<file path="config.mk">
export PLATFORM = sky130hd
export DESIGN_NAME = next_pc_unit
export DESIGN_NICKNAME = d
export VERILOG_FILES = /design/src/rtl/mips_pkg.sv /design/src/rtl/ras_stack.sv /design/src/rtl/next_pc_unit.sv
export SDC_FILE = /design/constraint.sdc
export NUM_CORES = 1
export LEC_CHECK = 0
export BUFFER_PORTS_ARGS = -buffer_cell sky130_fd_sc_hd__buf_2
export CORE_MARGIN = 4
export CORE_UTILIZATION = 39
export DETAILED_ROUTE_END_ITERATION = 8
export SLEW_MARGIN = 20
export SYNTH_ARGS = -nofsm -noshare
export SYNTH_HDL_FRONTEND = slang
export SYNTH_SLANG_ARGS = --single-unit
</file>
<file path="constraint.sdc">
create_clock -name clock -period 5.2 [get_ports clock]
set_input_delay 0.52 -clock clock [delete_from_list [all_inputs] [get_ports clock]]
set_output_delay 0.52 -clock clock [all_outputs]
set_load 0.02 [all_outputs]
</file>
<file path="src/rtl/mips_pkg.sv">
// Shared constants for the MIPS PC path: default widths/vectors, instruction
// field positions and the next-PC source encoding.
package mips_pkg;

  localparam int          ADDR_W_DEF       = 32;
  localparam logic [31:0] RESET_VECTOR_DEF = 32'h0000_0000;
  localparam logic [31:0] EXC_VECTOR_DEF   = 32'h8000_0180;

  localparam int IMM_LSB  = 0;
  localparam int IMM_MSB  = 15;
  localparam int JIDX_LSB = 0;
  localparam int JIDX_MSB = 25;
  localparam int RS_LSB   = 21;
  localparam int RS_MSB   = 25;

  localparam logic [4:0] RA_REG = 5'd31;

  typedef enum logic [2:0] {
    SEL_SEQ,
    SEL_BR,
    SEL_J,
    SEL_JR,
    SEL_ERET,
    SEL_EXC
  } npc_sel_e;

endpackage

</file>
<file path="src/rtl/ras_stack.sv">
// Circular shadow return-address stack. When full, a push overwrites the oldest
// entry; sticky overflow/underflow flags clear only on reset.
module ras_stack #(
  parameter  int ADDR_W    = 32,
  parameter  int RAS_DEPTH = 4,
  localparam int PTR_W     = $clog2(RAS_DEPTH),
  localparam int CNT_W     = PTR_W + 1
) (
  input  logic              clock,
  input  logic              reset_n,
  input  logic              push,
  input  logic              pop,
  input  logic [ADDR_W-1:0] push_data,
  output logic [ADDR_W-1:0] top,
  output logic [CNT_W-1:0]  count,
  output logic              overflow,
  output logic              underflow
);

  logic [ADDR_W-1:0] mem [RAS_DEPTH];
  logic [PTR_W-1:0]  wr_ptr;
  logic [PTR_W-1:0]  top_ptr;
  logic              full;
  logic              empty;

  assign top_ptr = wr_ptr - PTR_W'(1);
  assign top     = mem[top_ptr];
  assign full    = (count == CNT_W'(RAS_DEPTH));
  assign empty   = (count == '0);

  // Entry storage carries data only, so it has no reset.
  always_ff @(posedge clock) begin
    if (push) begin
      if (pop) begin
        if (!empty) mem[top_ptr] <= push_data;
      end else begin
        mem[wr_ptr] <= push_data;
      end
    end
  end

  always_ff @(posedge clock or negedge reset_n) begin
    if (!reset_n) begin
      wr_ptr    <= '0;
      count     <= '0;
      overflow  <= 1'b0;
      underflow <= 1'b0;
    end else begin
      case ({push, pop})
        2'b10: begin
          wr_ptr <= wr_ptr + PTR_W'(1);
          if (full) overflow <= 1'b1;
          else      count    <= count + CNT_W'(1);
        end
        2'b01: begin
          if (empty) begin
            underflow <= 1'b1;
          end else begin
            wr_ptr <= top_ptr;
            count  <= count - CNT_W'(1);
          end
        end
        2'b11: begin
          // Top is replaced in place; only an empty stack is flagged.
          if (empty) underflow <= 1'b1;
        end
        default: ;
      endcase
    end
  end

endmodule

</file>
<file path="src/rtl/next_pc_unit.sv">
// Program-counter unit: prioritised next-PC selection, PC/EPC registers and a
// shadow return-address stack that cross-checks every jr $ra.
module next_pc_unit
  import mips_pkg::*;
#(
  parameter  int                ADDR_W       = ADDR_W_DEF,
  parameter  logic [ADDR_W-1:0] RESET_VECTOR = ADDR_W'(RESET_VECTOR_DEF),
  parameter  logic [ADDR_W-1:0] EXC_VECTOR   = ADDR_W'(EXC_VECTOR_DEF),
  parameter  int                RAS_DEPTH    = 4,
  localparam int                CNT_W        = $clog2(RAS_DEPTH) + 1
) (
  input  logic              clock,
  input  logic              reset_n,
  input  logic              stall,
  input  logic [31:0]       instruction,
  input  logic              branch_control,
  input  logic              alu_zero_control,
  input  logic              jump_control,
  input  logic              jr_control,
  input  logic              link_control,
  input  logic              eret_control,
  input  logic              exc_req,
  input  logic [ADDR_W-1:0] read_data1,
  output logic [ADDR_W-1:0] pc,
  output logic [ADDR_W-1:0] pcplus4,
  output logic [ADDR_W-1:0] epc,
  output logic [CNT_W-1:0]  ras_count,
  output logic              ras_mismatch,
  output logic              ras_overflow,
  output logic              ras_underflow
);

  localparam logic [ADDR_W-1:0] LOW28_MASK = ADDR_W'(28'hFFF_FFFF);

  logic signed [ADDR_W-1:0] br_off;
  logic [ADDR_W-1:0]        badder;
  logic [ADDR_W-1:0]        jump_target;
  logic [ADDR_W-1:0]        pc_next;
  logic [ADDR_W-1:0]        ras_top;
  npc_sel_e                 sel;
  logic                     ras_push;
  logic                     ras_pop;
  logic                     unused_opcode;

  assign unused_opcode = &{1'b0, instruction[31:26]};

  assign pcplus4     = pc + ADDR_W'(4);
  assign br_off      = {{(ADDR_W-18){instruction[IMM_MSB]}}, instruction[IMM_MSB:IMM_LSB], 2'b00};
  assign badder      = pcplus4 + $unsigned(br_off);
  assign jump_target = (pcplus4 & ~LOW28_MASK) |
                       ADDR_W'({instruction[JIDX_MSB:JIDX_LSB], 2'b00});

  always_comb begin
    sel = SEL_SEQ;
    if (exc_req)                                 sel = SEL_EXC;
    else if (eret_control)                       sel = SEL_ERET;
    else if (jr_control)                         sel = SEL_JR;
    else if (jump_control)                       sel = SEL_J;
    else if (branch_control && alu_zero_control) sel = SEL_BR;
  end

  always_comb begin
    pc_next = pcplus4;
    case (sel)
      SEL_EXC:  pc_next = EXC_VECTOR;
      SEL_ERET: pc_next = epc;
      SEL_JR:   pc_next = read_data1;
      SEL_J:    pc_next = jump_target;
      SEL_BR:   pc_next = badder;
      default:  pc_next = pcplus4;
    endcase
  end

  // An exception is taken even while stalled.
  always_ff @(posedge clock or negedge reset_n) begin
    if (!reset_n) begin
      pc  <= RESET_VECTOR;
      epc <= '0;
    end else begin
      if (exc_req || !stall) pc <= pc_next;
      if (exc_req)           epc <= pc;
    end
  end

  assign ras_push = link_control & ~stall & ~exc_req & ~eret_control;
  assign ras_pop  = jr_control & (instruction[RS_MSB:RS_LSB] == RA_REG) &
                    ~stall & ~exc_req & ~eret_control;

  ras_stack #(
    .ADDR_W    (ADDR_W),
    .RAS_DEPTH (RAS_DEPTH)
  ) u_ras (
    .clock     (clock),
    .reset_n   (reset_n),
    .push      (ras_push),
    .pop       (ras_pop),
    .push_data (pcplus4),
    .top       (ras_top),
    .count     (ras_count),
    .overflow  (ras_overflow),
    .underflow (ras_underflow)
  );

  assign ras_mismatch = ras_pop & (ras_count != '0) & (ras_top != read_data1);

endmodule

</file>
* After elaboration in Yosys (flattened, before gate mapping)
Memories as Yosys holds them, arrays and structs flattened.
Cells that the tools add are included.
** Storage, ports and cells
- Flip-flop bits (word level) :: 71
- RAM bits :: 128
- Bits of input ports :: 74
- Output and inout port bits :: 102
- Word-level logic and storage cells :: 72
- Memories kept :: 1
** Memory list
- u_ras.mem :: words 4, width 32, read ports 1, clocked after Yosys merged registers in 0, wr ports 1, RTL line ras_stack.sv:20 : logic [ADDR_W-1:0] mem [RAS_DEPTH];
** Cells by class
- Add/subtract/negate cells :: 6
- Eq/ne operators :: 13
- Multiplexer cells :: 21
- Bitwise operators :: 13
- Reduce and logical (&&, ||, !) cells :: 12
** Operators by type and width (count)
- 32-bit one-hot mux with 5 select lines :: 1
- 32-bit by 3-bit adder with 32-bit output, second input constant :: 1
- 32-bit adder :: 1
- 32-bit two-way mux :: 1
- 32-bit inequality test :: 1
- 32-bit by 28-bit OR with 32-bit output :: 1
- 32-bit OR reduction :: 1
- 3-bit two-way mux :: 4
- 1-bit AND :: 9
- 3-bit == test, second input constant :: 3
- 1-bit two-way mux :: 9
- 2-bit two-way mux :: 4
- 3-bit by 2-bit == test with 1-bit output, second input constant :: 2
- 3-bit one-hot mux with 2 select lines :: 1
- 2-bit AND reduction :: 3
- 5-bit == test, second input constant :: 1
- 2-bit == test, second input constant :: 2
- 2-bit inequality test, second input constant :: 2
- 2-bit one-hot mux with 2 select lines :: 1
- 3-bit by 1-bit adder with 3-bit output, second input constant :: 1
- 3-bit by 1-bit == test with 1-bit output, second input constant :: 1
- 3-bit logical NOT :: 1
- 1-bit inverter :: 3
- 3-bit AND reduction :: 1
- other kinds (10) :: 10

* Longest topological paths before layout
Gate-level depths: netlist (run 1).
- Depth in word-level cells :: 10
- Depth in mapped cells :: 16
- Mapped depth without buffers :: 15

* Cells and area by module
From an unflattened synthesis (run 1), not the netlist that was laid out.
** Second synthesis, totals
- Cells, all modules :: 923
- Area, all modules :: 11091.9 um2
** By module, submodules not included
- next_pc_unit :: instances 1, cells an instance 707, area an instance 5992.0 um2, sequential area each 1601.5 um2
- ras_stack :: instances 1, cells an instance 216, area an instance 5099.9 um2, sequential area each 4018.9 um2

* Worst setup path after synthesis (run 1)
Ideal clock, no wire load.
- Path kind :: input port to flip-flop
- From :: in exc_req
- To :: mem u_ras.mem[2][0], enable pin
- Library setup time :: 0.468 ns
- Arrival :: 4.115 ns
- Required time :: 4.732 ns
- Slack :: 0.617 ns
- Stages :: 8
- Path through :: buf_2 -> nor3_1 -> and4_1 -> inv_1 -> ha_1 -> clkbuf_1 -> xnor2_1 -> nor3b_1
** On the way
- Longest elaborated chain between the ends :: 8
** Ends and longest elaborated chain
- start: declaration :: RTL line next_pc_unit.sv:22 : input logic exc_req,
- 1-bit inverter (*) :: RTL line next_pc_unit.sv:85, next_pc_unit.sv:87
- 1-bit AND (2 in series) :: RTL line next_pc_unit.sv:87 : ~stall & ~exc_req & ~eret_control;
- 1-bit two-way mux :: RTL line ras_stack.sv:34 : if (pop) begin
- 1-bit two-way mux :: RTL line ras_stack.sv:33 : if (push) begin
- 1-bit two-way mux (implied by the code) :: RTL line ras_stack.sv:37 : mem[wr_ptr] <= push_data;
- 32-bit OR reduction (no line)
- 2-bit two-way mux (no line) / 1-bit two-way mux (equally long branches)
- end: declaration :: RTL line ras_stack.sv:20
Every way passes the cells marked *; elsewhere a longest branch is shown, timed or not.

* Worst setup path in the final report (run 1)
- From :: reg pc[2]
- To :: reg pc[19]
** On the way
- Longest elaborated chain between the ends :: 3
** Ends and longest elaborated chain
- start: declaration :: RTL line next_pc_unit.sv:24 : output logic [ADDR_W-1:0] pc,
- start signal: assignment :: RTL line next_pc_unit.sv:80 : if (exc_req || !stall) pc <= pc_next;
- 32-bit by 3-bit adder with 32-bit output (*) :: RTL line next_pc_unit.sv:47 : assign pcplus4 = pc + ADDR_W'(4);
- 32-bit adder :: RTL line next_pc_unit.sv:49 : assign badder = pcplus4 + $unsigned(br_off);
- 32-bit one-hot mux with 5 select lines (*) :: RTL line next_pc_unit.sv:64 : case (sel)
Marks and branches as above.
A chain may end at the register's enable or synchronous reset.

==> results of run 1 <==
-- area by class of cell --
class                   instances  area [um^2]
repair buffers                200         1097
clock buffers                  18        429.2
inverters                      24        90.09
multi-input cells             635         5130
fillers                      2582        14850
well taps                     378        473.0
clock inverters                14        165.2
flip-flops and latches        199         5622
-- kinds of logic after synthesis --
kind of cell / share of synthesized area [%]
DFF: 50.92
buffers and inverters: 3.038
and+or+nand+nor: 10.42
adders and majority gates: 4.217
muxes: 9.975
xor gates and xnor gates: 7.209
AOI/OAI and AO/OA: 14.23
-- worst register-to-register path, cell delays in order (launching register included) --
cell	delay, ns
dfrtp_1	0.49
ha_1	0.30
nand4_1	0.28
nor2_1	0.51
nand2_1	0.14
xnor2_1	0.15
buf_4	0.17
ha_1	0.36
and3_1	0.27
nand3_1	0.10
o21ai_1	0.14
nor3b_1	0.70
o21ai_0	0.29
a21oi_1	0.26
xor2_1	0.19
o221ai_1	0.13
-- per-stage QoR --
step | cells | setup slack [ns] | hold slack [ns] | util (%) | cell area (um^2)
floorplan | 912 | 0.6174 | 0.2244 | - | 11040
global placement | 1436 | 0.8260 | 0.4497 | 44.54 | 12410
detailed placement | 1436 | 0.8269 | 0.4474 | 44.54 | 12410
CTS | 1468 | 0.7926 | 0.3093 | 46.67 | 13000
global route | 1468 | 0.3408 | 0.1781 | 46.69 | 13010
finish | 1468 | 0.6026 | 0.1274 | 46.69 | 13010
-- cells in the mapped netlist (all sizes together), types with 9 or more instances --
library cell  number  area share (%)
nand2             63             2.1
clkbuf            28            0.99
mux2              32             3.3
a21oi             55             2.5
dfrtp             71              16
o211ai            11            0.75
inv               24            0.82
mux4              32             6.5
xnor2             70             5.6
nor2              47             1.6
ha                34             3.9
edfxtp           128              35
nand4             21             1.5
buf               26             1.2
a21o              17             1.2
nor3              17            0.96
and3               9            0.53
o21ai             47             2.1
xor2              20             1.6
nand3             24             1.2
a222oi            24             2.2
-- path summary, 6_finish.rpt --
| check | start | to | slack [ns] | cells past startpoint |
|---|---|---|---|---|
| setup / recovery | pc[2] | pc[19] | 0.60 | 15 |
| hold / removal | reset_n | epc[5] | 0.13 | 1 |
| setup reg to reg | pc[2] | pc[19] | 0.60 | 15 |
| hold reg to reg | u_ras.overflow | u_ras.overflow | 0.47 | 1 |
| max in group asynchronous | reset_n | pc[19] | 4.53 | 1 |
| min in group clock | read_data1[0] | pc[0] | 0.43 | 3 |
-- power by group --
group	leakage, nW	internal (mW)	switching (mW)	total, mW
registers	2.09	1.82	0.221	2.04
logic	2.83	0.694	0.908	1.60
clock network	0.289	0.726	0.655	1.38
-- registers in the layout, indices dropped and copies added, names as in the netlist --
| signal | count |
|---|---|
| u_ras.overflow | 1 |
| epc | 32 |
| u_ras.mem | 128 |
| u_ras.underflow | 1 |
| pc | 32 |
| u_ras.wr_ptr | 2 |
| u_ras.count | 3 |
-- metal layers --
layer | GRT usage (%) | vias up | wire, um
met3 | 4.968 | 57 | 3027
met4 | 7.440 | 0 | 1060
met5 | 0 | - | 0
met2 | 37.01 | 438 | 17100
met1 | 33.74 | 4343 | 15930
li1 | - | 3849 | -
==> results_dict.tcl, run 1 <==
set metrics [dict create \
    tightest_slew_ns 0.9562 \
    yosys_warnings 0 \
    p_total_mw 5.026 \
    routabilityCongestion 0.9349 \
    setup_viol 0 \
    drv_cap 0 \
    clock_path_buffers 2 \
    crit_path_max_incr_delay_ns 0.69 \
    die_h_um 176.2 \
    grt_start_max_net_pins 72 \
    postCtsHoldBufs 0 \
    numCtsBuffers 17 \
    dr.pass1.iters 8 \
    htree_levels 4 \
    ys_types 80 \
    start_util_pct 39.62 \
    powerDensity_nw_per_um2 386.4 \
    postCtsResizedCells 0 \
    fin_crit_sh_pct 88.41 \
    fmax_ghz 0.2175 \
    synthArstFlopShare_pct 35.68 \
    worst-setup-path-type "flop to flop" \
    coreArea_um2 27860 \
    fin_crit_ns 4.597 \
    cts_tree "built" \
    num_io_pins 176 \
    crit_fanout 7 \
    cp_slowest_cell "nor3b_1" \
    clkLatencyLatePin_ns 0.44 \
    grt_pass1_vias 8534 \
    path_common_cell "ha_1" \
    crit_chain "ha_1 -> nand4_1 -> nor2_1 -> nand2_1 -> xnor2_1 -> buf_4 -> ha_1 -> and3_1 -> nand3_1 -> o21ai_1 -> nor3b_1 -> o21ai_0 -> a21oi_1 -> xor2_1 -> o221ai_1" \
    portBuffers 169 \
    grt_setup_unrepaired "false" \
    max_slew_margin_pct 36.25 \
    drt_wl_total_um 37110 \
    dr_total_vias 8687 \
    cp.arrival_ns 4.89 \
    syn_nets 1022 \
    dpl.hpwl_um 26780 \
    final_common_cell "buf_2" \
    syn_area_per_cell_um2 12.10 \
    outcome "complete, no violations" \
    worstHoldPathType "input pin to asynchronous set/reset pin" \
    cts-root-buf "clkbuf_16" \
    cpLargestDelayFamily "simple AND/OR/NAND/NOR gates" \
    die-area_um2 31060 \
    synthCells 912 \
    grtUsageTotal_pct 23.81 \
    critPathLaunchType "flop" \
    rows 61 \
    cts_sinks 199 \
    antenna_found_initial 0 \
    grt_pass1_wl_um 55080 \
    skew_ns 0.01309 \
    drt_iter0_markers 1006 \
    synth_edf_count 128 \
    p_leak_nw 5.206 \
    synth_seq_cells 199 \
    endpoint_kind "flop" \
    syn2layout_area_growth_pct 17.83 \
    synth_ff_type "edfxtp_1" \
    clk_pin_slew_ns 0.08 \
    tns_ns 0 \
    synth_area_um2 11040 \
    ir_drop_v 0.0002194 \
    drive_gt1_share_pct 30.18 \
    required_ns 5.49 \
    nets 1187 \
    antennaDiodeCount 0 \
    overflow 0 \
    cts_setup_buffers 0 \
    seq_area_frac_synth_pct 50.92 \
    crit_buf_inv 1 \
    fp.dieW_um 176.2 \
    final_max_slew_viol_count 0 \
    routed_via_density 5.918 \
    routedWlPerCell_um 25.28 \
    drc_errors 0 \
    hold_viol 0 \
    layout_common_cells "168 x buf_2, 128 x edfxtp_1, 70 x dfrtp_1, 69 x xnor2_1, 63 x nand2_1" \
    ant_nets 0 \
]
Power figures use the tool's default switching activity.
==> run 2, diff against run 1 <==
clock period = 4.4 ns   (was 5.2 ns; I/O delays follow)
==> run 2 against run 1 <==
  * Clock skew decreased by 0.00099 ns
  * Non-clock buffer count increased by 22
  * Critical path depth increased by 1
  * Die area unchanged
  * Wire length decreased by 1.7%
  * Cell count increased by 1.5%
  * Design area increased by 1.5%
  * Sequential power increased by 18%
  * Sequential cell count unchanged
  * Sequential share of layout area decreased by 0.64 points
  * Hold slack got worse by 0.093 ns
==> results_dict.tcl, run 2 (synthesis gave the netlist of run 1 again) <==
set metrics [dict create \
    rrSetupSlack_ns 0.22 \
    nets 1209 \
    reg2reg_from "pc[3]" \
    endpoint_kind "flop" \
    numCtsBuffers 17 \
    dpl.hpwl_um 26950 \
    routedWlPerCell_um 24.48 \
    grtUsageTotal_pct 23.40 \
    crit_buf_inv 2 \
    cts-root-buf "clkbuf_16" \
    fillCellCount 2562 \
    cp_slowest_cell "dfrtp_1" \
    drc_errors 0 \
    outcome "complete, no violations" \
    tns_ns 0 \
    setup_viol 0 \
    grt_pass1_wl_um 54680 \
    fin_crit_sh_pct 95.09 \
    routed_via_density 5.850 \
    crit_path_max_incr_delay_ns 0.44 \
    clkLatencyLatePin_ns 0.45 \
    largest_reg_flops 128 \
    r2r-end "pc[27]" \
    required_ns 4.75 \
    drv_cap 0 \
    antenna_found_initial 0 \
    ir_drop_v 0.0002904 \
    portBuffers 169 \
    final_common_cell "buf_2" \
    num_io_pins 176 \
    drive_gt1_share_pct 32.01 \
    crit_chain "ha_1 -> nand4_1 -> buf_4 -> nor2_1 -> buf_4 -> nand2_1 -> xnor2_1 -> ha_1 -> and3_1 -> nand3_1 -> o21ai_1 -> nor2_1 -> o221a_1 -> o32ai_2 -> nor3b_2 -> a2111oi_2" \
    place_ws_ns 0.1138 \
    tightest_slew_ns 1.046 \
    r2r_cells 16 \
    cpLargestDelayFamily "compound AO/OA/AOI/OAI gates" \
    postCtsHoldBufs 0 \
    final_max_slew_viol_count 0 \
    hold_viol 0 \
    antennaDiodeCount 0 \
    htree_levels 4 \
    coreArea_um2 27860 \
    skew_ns 0.01210 \
    worstHoldPathType "input pin to asynchronous set/reset pin" \
    die_h_um 176.2 \
    layout_common_cells "168 x buf_2, 128 x edfxtp_1, 70 x dfrtp_1, 69 x xnor2_1, 63 x nand2_1" \
    top_regs "u_ras.mem x128, epc x32, pc x32" \
    fin_crit_ns 4.184 \
    p_leak_nw 5.336 \
    top_register "u_ras.mem" \
    cp.depth 16 \
    die-area_um2 31060 \
    dr.pass1.iters 6 \
    fmax_ghz 0.2390 \
    cp.arrival_ns 4.53 \
    cts_tree "built" \
    clock_path_buffers 2 \
    powerDensity_nw_per_um2 450.9 \
    grt_start_max_net_pins 72 \
    routabilityCongestion 0.9529 \
    drt_iter0_markers 1010 \
    drt_wl_total_um 36470 \
    max_slew_margin_pct 30.25 \
    ant_nets 0 \
    fp.dieW_um 176.2 \
    critPathLaunchType "flop" \
    cts_sinks 199 \
    overflow 0 \
    clk_pin_slew_ns 0.08 \
    crit_fanout 6 \
    fin_ws_ns 0.2160 \
    syn2layout_area_growth_pct 19.60 \
    start_util_pct 39.62 \
    dr_total_vias 8717 \
    rows 61 \
    grt_pass1_vias 8600 \
    worst-setup-path-type "flop to flop" \
]
==> run 2: worst max-delay path by stage <==
stage / slack [ns] / endpoint / from
after floorplan: 0.08 / u_ras.mem[0][0] / exc_req
after global placement: 0.28 / pc[25] / pc[3]
after detailed placement: 0.11 / pc[25] / pc[3]
after CTS: 0.08 / pc[25] / pc[3]
after global routing: -0.02 / pc[19] / pc[3]
final: 0.22 / pc[27] / pc[3]
==> run 2: layer usage <==
metal	up-vias	global-route usage, %	part of all wire, %
li1	3890	-	-
met1	4407	32.44	43
met2	375	37.76	47
met3	45	4.625	8.0
met4	0	6.465	2.1
met5	-	0	0
==> run 2: cell type report <==
cell class	instances	area, um^2	area share, %
Inverter	24	90.09	0.6824
Clock buffer	17	425.4	3.222
Clock inverter	15	158.9	1.204
Sequential cell	199	5622	42.58
Timing Repair Buffer	222	1262	9.563
Tap cell	378	473.0	3.583
Multi-Input combinational cell	635	5170	39.16
==> run 2: power by group <==
part	internal [mW]	leakage (nW)	switching, mW	total [mW]
combinational	0.865	2.96	1.09	1.95
clock	0.810	0.290	0.792	1.60
sequential	2.15	2.09	0.244	2.40
total	3.83	5.34	2.12	5.95
==> run 2: timing repair <==
action	in CTS	in global routing
setup endpoints to repair	0	3
buffers inserted	0	0
gates resized for setup	0	5
==> run 2: through the flow <==
stage	instance area (um^2)	total power, mW	hold WS (ns)	util, %	cells
global route	13200	6.213	0.08977	47.39	1490
floorplan	11040	3.655	0.1444	-	912
finish	13200	5.952	0.03453	47.39	1490
global placement	12580	4.354	0.4417	45.16	1458
CTS	13160	5.970	0.2078	47.25	1490
detailed placement	12580	4.377	0.4481	45.16	1458
==> run 3, diff against run 2 <==
CTS_CLUSTER_DIAMETER = 120   (was default)
TNS_END_PERCENT = 1   (was default)
clock period = 4.3 ns   (was 4.4 ns; I/O delays follow)
==> run 3 against run 2 <==
  * Die area unchanged
  * Combinational power up 7%
  * Sequential power about the same
  * Power up 5.7%
  * Critical path type unchanged
==> results_dict.tcl, run 3 (synthesis gave the netlist of run 1 again) <==
set metrics [dict create \
    top_register "u_ras.mem" \
    cpLargestDelayFamily "simple AND/OR/NAND/NOR gates" \
    tns_ns 0 \
    p_leak_nw 5.411 \
    final_max_slew_viol_count 0 \
    path_common_cell "or3_1" \
    drt_wl_total_um 36130 \
    tightest_slew_ns 0.9230 \
    start_util_pct 39.62 \
    ant_nets 0 \
    crit_fanout 9 \
    grtUsageTotal_pct 23.04 \
    crit_chain "nand3_2 -> or3_1 -> nor3_4 -> nand2_1 -> nor2_1 -> xnor2_1 -> ha_1 -> nand3_1 -> or3_1 -> o21a_1 -> mux2i_1 -> or3_1" \
    routed_via_density 5.857 \
    coreArea_um2 27860 \
    seq_area_um2 5623 \
    routedWlPerCell_um 24.12 \
    hold_viol 0 \
    htree_levels 4 \
    layout_common_cells "168 x buf_2, 128 x edfxtp_1, 69 x xnor2_1, 69 x dfrtp_1, 63 x nand2_1" \
    rrSetupSlack_ns 0.26 \
    clk_pin_slew_ns 0.08 \
    cts_tree "built" \
    grt_pass1_wl_um 53770 \
    multi_input_area_um2 5155 \
    clkLatencyLatePin_ns 0.44 \
    ir_drop_v 0.0002819 \
    endpoint "pc[31]" \
    powerDensity_nw_per_um2 471.2 \
    rows 61 \
    fillCellCount 2519 \
    cp.arrival_ns 4.35 \
    r2r-end "pc[31]" \
    p_total_mw 6.290 \
    skew_ns 0.01488 \
    critPathLaunchType "flop" \
    setup_viol 0 \
    reg2reg_from "pc[4]" \
    drive_gt1_share_pct 32.17 \
    final_common_cell "buf_2" \
    place_area_um2 12640 \
    cts-root-buf "clkbuf_16" \
    syn2layout_area_growth_pct 20.92 \
    worst-setup-path-type "flop to flop" \
    antenna_found_initial 1 \
    grt_setup_unrepaired "false" \
    drt_iter0_markers 914 \
    cp-startpoint "pc[4]" \
    fp.dieW_um 176.2 \
    grt_start_max_net_pins 42 \
    fmax_ghz 0.2476 \
    dr.pass1.iters 7 \
    place_ws_ns 0.1746 \
    cts_sinks 199 \
    grt_pass1_vias 8507 \
    cp.depth 12 \
    routabilityCongestion 0.9364 \
    cp_slowest_cell "or3_1" \
    drc_errors 0 \
    final_area_um2 13350 \
    fin_ws_ns 0.2615 \
    drv_cap 0 \
    portBuffers 169 \
    fin_crit_ns 4.039 \
    r2r_cells 12 \
    largest_reg_flops 128 \
    dpl.hpwl_um 26600 \
    fin_crit_sh_pct 93.92 \
    num_io_pins 176 \
    required_ns 4.61 \
    worstHoldPathType "input pin to flop" \
    overflow 0 \
    endpoint_kind "flop" \
    crit_buf_inv 0 \
    dp.cells 1463 \
    crit_path_max_incr_delay_ns 0.56 \
    clock_path_buffers 2 \
    max_slew_margin_pct 38.32 \
    dr_total_vias 8774 \
    die_h_um 176.2 \
    die-area_um2 31060 \
    outcome "complete, no violations" \
    nets 1216 \
    numCtsBuffers 17 \
    top_regs "u_ras.mem x128, epc x32, pc x32" \
    final_cells 1498 \
]
run 3: changes by cell type in the layout (fill, tap and decap cells not counted), moves of 2 or more:
cell,before,now
buf_12,1,3
buf_4,52,57
bufinv_16,1,4
clkinv_2,2,0
clkinv_4,2,0
clkinv_8,0,3
inv_8,6,3
run 3: metal layers:
layer	global-route usage, %	up-vias	part of all wire [%]
li1	-	3910	-
met1	32.27	4436	42
met2	37.43	391	48
met3	4.176	37	8.1
met4	5.750	0	1.8
met5	0	-	0
run 3: cell type report:
cell class	count	share of cell area, %
clock inverter	15	1.800
timing repair buffer	229	10.03
inverter	24	0.6749
antenna	1	0.01875
tap	378	3.543
multi-input combinational	635	38.62
clock buffer	17	3.187
sequential	199	42.13
run 3: worst min-delay path by stage:
| stage | endpoint | cells after the start | startpoint |
|---|---|---|---|
| detailed placement | u_ras.underflow | 1 | u_ras.underflow |
| global route | pc[1] | 3 | read_data1[1] |
| finish | pc[1] | 3 | read_data1[1] |
| CTS | pc[1] | 3 | read_data1[1] |
| floorplan | epc[0] | 0 | reset_n |
| global placement | u_ras.underflow | 1 | u_ras.underflow |
run 3: report_power, final:
group	internal [mW]	leakage, nW	switching (mW)
Sequential	2.20	2.08	0.185
Clock	1.01	0.320	0.806
Combinational	0.906	3.01	1.18
run 3: stage by stage:
step | util, % | hold WS, ns
floorplan | - | 0.1344
global placement | 45.38 | 0.4327
detailed placement | 45.38 | 0.4434
CTS | 47.81 | 0.3173
global route | 47.91 | 0.3769
finish | 47.91 | 0.3283
run 3: worst register-to-register path: stages (launching register included):
cell and delay (ns):
dfrtp_1 0.55, nand3_2 0.21, or3_1 0.56, nor3_4 0.27, nand2_1 0.22, nor2_1 0.28
xnor2_1 0.25, ha_1 0.43, nand3_1 0.11, or3_1 0.39, o21a_1 0.20, mux2i_1 0.12
or3_1 0.33
run 3: repair_timing:
item / CTS / global route
setup buffers: 0 / 1
hold buffers: 1 / 0
endpoints found under the hold margin: 34 / 0
setup endpoints to repair: 0 / 4
gates resized for setup: 0 / 4
